==> src/rtl/gate_reduce_pkg.sv <==
// Shared types for the gated reduction pipeline: operation codes,
// FSM state encoding and a small helper for the per-op identity value.
package gate_reduce_pkg;

   // Operation applied across masked operands and across beats.
   typedef enum logic [1:0] {
      OP_AND  = 2'd0,
      OP_OR   = 2'd1,
      OP_XOR  = 2'd2,
      OP_NAND = 2'd3
   } op_e;

   // IDLE: no open frame, ACC: frame open, HOLD: result waiting.
   typedef enum logic [1:0] {
      ST_IDLE = 2'd0,
      ST_ACC  = 2'd1,
      ST_HOLD = 2'd2
   } state_e;

   // AND and NAND share the all-ones identity and accumulate as AND.
   function automatic logic is_and_like(input op_e op);
      return (op == OP_AND) || (op == OP_NAND);
   endfunction

endpackage

==> src/rtl/gate_reduce_comb.sv <==
// Per-beat masked reduction: data_i holds NIN operands of WIDTH bits,
// mask_i selects participants, op_i picks the operator, r_o is the result.
module gate_reduce_comb
   import gate_reduce_pkg::*;
#(
   parameter int WIDTH = 2,
   parameter int NIN   = 3
) (
   input  logic [NIN*WIDTH-1:0] data_i,
   input  logic [NIN-1:0]       mask_i,
   input  op_e                  op_i,
   output logic [WIDTH-1:0]     r_o
);

   always_comb begin
      // Start from the identity so masked-off operands drop out.
      r_o = is_and_like(op_i) ? {WIDTH{1'b1}} : {WIDTH{1'b0}};
      for (int k = 0; k < NIN; k++) begin
         if (mask_i[k]) begin
            case (op_i)
               OP_AND,
               OP_NAND: r_o = r_o & data_i[k*WIDTH +: WIDTH];
               OP_OR:   r_o = r_o | data_i[k*WIDTH +: WIDTH];
               OP_XOR:  r_o = r_o ^ data_i[k*WIDTH +: WIDTH];
               default: r_o = r_o;
            endcase
         end
      end
   end

endmodule

==> src/rtl/gate_reduce_pipe.sv <==
// Frame-level gated reduction: beats in (valid/ready), one result out.
// Ports: clk, rst, in_valid/in_ready/in_data/in_mask/in_op/in_last, out_valid/out_ready/out_data/out_beats.
module gate_reduce_pipe
   import gate_reduce_pkg::*;
#(
   parameter int WIDTH = 2,
   parameter int NIN   = 3,
   parameter int CNTW  = 8
) (
   input  logic                 clk,
   input  logic                 rst,
   input  logic                 in_valid,
   output logic                 in_ready,
   input  logic [NIN*WIDTH-1:0] in_data,
   input  logic [NIN-1:0]       in_mask,
   input  logic [1:0]           in_op,
   input  logic                 in_last,
   output logic                 out_valid,
   input  logic                 out_ready,
   output logic [WIDTH-1:0]     out_data,
   output logic [CNTW-1:0]      out_beats
);

   state_e            state_q, state_d;
   op_e               op_q, op_d;
   op_e               beat_op;
   logic [WIDTH-1:0]  acc_q, acc_d;
   logic [WIDTH-1:0]  acc_comb;
   logic [WIDTH-1:0]  beat_r;
   logic [CNTW-1:0]   beats_q, beats_d;
   logic              accept;

   // Ready depends only on state, never on out_ready.
   assign in_ready  = (state_q != ST_HOLD);
   assign out_valid = (state_q == ST_HOLD);
   assign accept    = in_valid && in_ready;

   // The first beat uses the live op; later beats use the latched one.
   assign beat_op = (state_q == ST_IDLE) ? op_e'(in_op) : op_q;

   gate_reduce_comb #(
      .WIDTH (WIDTH),
      .NIN   (NIN)
   ) u_comb (
      .data_i (in_data),
      .mask_i (in_mask),
      .op_i   (beat_op),
      .r_o    (beat_r)
   );

   always_comb begin
      case (op_q)
         OP_AND,
         OP_NAND: acc_comb = acc_q & beat_r;
         OP_OR:   acc_comb = acc_q | beat_r;
         OP_XOR:  acc_comb = acc_q ^ beat_r;
         default: acc_comb = acc_q;
      endcase
   end

   always_comb begin
      state_d = state_q;
      op_d    = op_q;
      acc_d   = acc_q;
      beats_d = beats_q;
      case (state_q)
         ST_IDLE: begin
            if (accept) begin
               acc_d   = beat_r;
               op_d    = op_e'(in_op);
               beats_d = CNTW'(1);
               state_d = in_last ? ST_HOLD : ST_ACC;
            end
         end
         ST_ACC: begin
            if (accept) begin
               acc_d = acc_comb;
               if (beats_q != {CNTW{1'b1}}) begin
                  beats_d = beats_q + CNTW'(1);
               end
               if (in_last) begin
                  state_d = ST_HOLD;
               end
            end
         end
         ST_HOLD: begin
            if (out_ready) begin
               state_d = ST_IDLE;
            end
         end
         default: state_d = ST_IDLE;
      endcase
   end

   always_ff @(posedge clk) begin
      if (rst) begin
         state_q <= ST_IDLE;
         op_q    <= OP_AND;
         acc_q   <= '0;
         beats_q <= '0;
      end else begin
         state_q <= state_d;
         op_q    <= op_d;
         acc_q   <= acc_d;
         beats_q <= beats_d;
      end
   end

   // NAND is accumulated as AND and inverted only at the output.
   assign out_data  = (op_q == OP_NAND) ? ~acc_q : acc_q;
   assign out_beats = beats_q;

endmodule

==> config.mk <==
export PLATFORM = sky130hd
export DESIGN_NAME = gate_reduce_pipe
export DESIGN_NICKNAME = d
export VERILOG_FILES = /design/src/rtl/gate_reduce_pkg.sv /design/src/rtl/gate_reduce_comb.sv /design/src/rtl/gate_reduce_pipe.sv
export SDC_FILE = /design/constraint.sdc
export NUM_CORES = 1
export LEC_CHECK = 0
export ABC_CLOCK_PERIOD_IN_PS = 12300
export CAP_MARGIN = 20
export CORE_MARGIN = 4
export CORE_UTILIZATION = 30
export CTS_CLUSTER_SIZE = 24
export DETAILED_ROUTE_END_ITERATION = 6
export HOLD_SLACK_MARGIN = 0.02
export SLEW_MARGIN = 5
export SYNTH_ARGS = -nofsm -noshare
export SYNTH_HDL_FRONTEND = slang
export SYNTH_SLANG_ARGS = --single-unit
==> constraint.sdc <==
create_clock -name clk -period 12.3 [get_ports clk]
set_clock_uncertainty 0.15 [all_clocks]
set_input_delay 2.46 -clock clk [delete_from_list [all_inputs] [get_ports clk]]
set_output_delay 2.46 -clock clk [all_outputs]
set_load 0.01 [all_outputs]
==> flow_metrics.env <==
export IMPL_dp_hpwl_um=2191
export IMPL_cts_root_buffer="clkbuf_8"
export IMPL_place_congestion=0.7995
export IMPL_p_leak_nw=0.6845
export IMPL_hold_class="register to register"
export IMPL_ant_nets=0
export IMPL_min_period_ns=6.527
export IMPL_utilization=0.3991
export IMPL_setup_slack_ns=5.773
export IMPL_fmax_mhz=153.2
export IMPL_synth_edf_count=0
export IMPL_ys_flop_type="dfxtp_1"
export IMPL_fill_cells=425
export IMPL_syn_area_per_cell_sq_um=8.125
export IMPL_syn_to_final_growth_pct=28.50
export IMPL_syn_area_sq_mm=0.001251
export IMPL_cts_setup_buffers=0
export IMPL_gr_total_overflow=0
export IMPL_design_area_sq_mm=0.001608
export IMPL_p_sw_mw=0.04339
export IMPL_cp_end_kind="register"
export IMPL_port_buffers=27
export IMPL_path_class="input pin to register"
export IMPL_fp_dieW_um=72.58
export IMPL_intPower_mw=0.09961
export IMPL_grt_max_degree=11
export IMPL_antenna_found_initial=0
export IMPL_htreeDepth=1
export IMPL_ir_drop_uv=36.69
export IMPL_synth_fp_nets=188
export IMPL_required_ns=12.26
export IMPL_drv_slew=0
export IMPL_startpoint_type="input pin"
export IMPL_drc=0
export IMPL_core_area_sq_mm=0.004029
export IMPL_synth_top_area_share=0.2240
export IMPL_initial_utilization=0.3106
export IMPL_cts_sinks=14
export IMPL_synthMostInstantiatedCell="inv_1"
export IMPL_first_global_vias=1029
export IMPL_rsz0062_at_grt="no"
export IMPL_fin_nets=215
export IMPL_multi_input_area_sq_um=845.8
export IMPL_wl_per_cell_um=11.63
export IMPL_cts_made_buffers=3
export IMPL_ys_ff_latch=14
export IMPL_hold_violations=0
export IMPL_max_slew_margin_rel=0.7373
export IMPL_synthDistinctLibCells=40
export IMPL_pre_cts_slack_ns=5.485
export IMPL_track_usage=0.1048
export IMPL_worstMarginPinSlew_ns=0.3941
export IMPL_synth_top_cell_by_area="dfxtp_1"
export IMPL_drive_gt1_frac=0.06667
export IMPL_cp_max_fo=10
export IMPL_synthCells=154
export IMPL_antenna_cells=0
export IMPL_dieArea_sq_mm=0.005268
export IMPL_power_frac_seq=0.348
export IMPL_pin_count=28
export IMPL_tritoncts="yes"
export IMPL_clkPwrFrac=0.308
export IMPL_detail_route_iter0_violations=44
export IMPL_routed_via_density=4.713
export IMPL_num_rows=23
export IMPL_swShare=0.3034
export IMPL_grt_first_pass_wirelength_um=4505
export IMPL_ff_latch_area_sq_um=280.3
export IMPL_fp_dieH_um=72.58
export IMPL_synthArstFlopShare=0
export IMPL_setup_tns_ns=0
export IMPL_clk_path_buf_depth=2
export IMPL_ys_warnings_count=0
export IMPL_p_comb_frac=0.344
export IMPL_placed_cell_area_sq_mm=0.001553
export IMPL_route_vias_total=1084
export IMPL_clk_transition_reported_paths_ns=0.06
export IMPL_run_status="finished, final reports clean"
export IMPL_cts_resized=0
export IMPL_postCtsHoldBufs=0
export IMPL_setup_viol=0
export IMPL_cp_arrival_ns=6.49
export IMPL_synth_common_cells="25 x inv_1, 18 x ha_1, 14 x dfxtp_1"
export IMPL_power_density_mw_per_mm2=88.94
export IMPL_maxCapViolCount=0
export IMPL_post_route_period_util=0.5306
export IMPL_clk_latency_ns=0.24
export IMPL_ys_seq_area_frac=0.2240
export IMPL_ys_top_cells_by_area="dfxtp_1 22%, ha_1 18%, inv_1 7.5%"
export IMPL_detail_route_first_pass_iterations=4
export IMPL_drt_total_wl_um=2674
## cell families after synthesis
kind of cell,count (synthesis),synth area share
adder cells (fa/ha/maj),18,0.1800
buffers and inverters,30,0.1000
AO/OA/AOI/OAI,39,0.2400
flip-flops,14,0.2240
AND/OR/NAND/NOR,45,0.1960
XOR/XNOR,4,0.02801
multiplexers,4,0.03200
## critical path: stages
cell and delay (ns):
clkdlybuf4s50_1 0.49, nand2_1 0.05, o21ai_0 0.11, inv_1 0.07
ha_1 0.46, mux2i_1 0.18, ha_1 0.30, a21oi_1 0.06
a221oi_1 0.40, a21o_1 0.20, inv_1 0.06, ha_1 0.26
nand2_1 0.06, a31oi_1 0.10, or2_2 0.29, o21ai_0 0.08
ha_1 0.25, a221o_1 0.34, a31oi_1 0.16, a221oi_1 0.09
## per-layer routing
layer  track usage  share of wire  vias to the layer above
li1              -              -                      579
met1        0.1443           0.50                      484
met2        0.1703           0.46                       21
met3       0.02617          0.043                        0
met4       0.01230              0                        0
met5             0              0                        -
## power by group through the flow
stage / sequential, mW / clock (mW) / combinational, mW
after floorplan: 0.0499 / 0 / 0.0360
after global routing: 0.0503 / 0.0462 / 0.0566
after global placement: 0.0507 / 0 / 0.0494
after detailed placement: 0.0507 / 0 / 0.0497
final: 0.0497 / 0.0441 / 0.0492
after CTS: 0.0497 / 0.0458 / 0.0499
## cell type report
class	instances	share of cell area
multi-input combinational	110	0.5261
sequential	14	0.1743
timing repair buffer	27	0.1681
inverter	25	0.05837
tap	50	0.03891
clock buffer	4	0.03424
## state kept, by name (all words and copies together), names as in the netlist
signal	count
op_q	2
state_q	2
acc_q	2
out_beats	8
## metrics by stage
stage / hold WS (ns) / power, mW / instances
4_1_cts: 0.3628 / 0.1454 / 230
3_5_place_dp: 0.3528 / 0.1005 / 226
2_1_floorplan: 0.3458 / 0.08583 / 154
5_1_grt: 0.3840 / 0.1531 / 230
6_report: 0.3590 / 0.1430 / 230
3_3_place_gp: 0.3470 / 0.1001 / 226
## cell usage in the layout, fill, tap and decap left out, types with 2 or more instances in the layout
cell type	instances
inv_1	25
or2_2	2
clkbuf_8	4
a221oi_1	4
a211oi_1	2
a221o_1	2
xor2_1	2
a21oi_1	11
xnor2_1	2
nand2_1	9
nand2b_1	8
nor2_1	11
dfxtp_1	14
o21ai_0	7
clkdlybuf4s50_1	27
a31oi_1	3
ha_1	18
nand3_1	3
mux2i_1	4
or3_1	4
## path summary, 6_finish.rpt
path,from,end,slack [ns],cells past startpoint
worst max-delay path,in_op[1],acc_q[1]$_SDFFE_PP0P_,5.77,20
worst max register to register,state_q[0]$_SDFFE_PP0P_,acc_q[1]$_SDFFE_PP0P_,7.78,19
worst min register to register,out_beats[1]$_SDFFE_PP0P_,out_beats[1]$_SDFFE_PP0P_,0.36,2
worst min-delay path,out_beats[1]$_SDFFE_PP0P_,out_beats[1]$_SDFFE_PP0P_,0.36,2
Power figures use the tool's default switching activity.
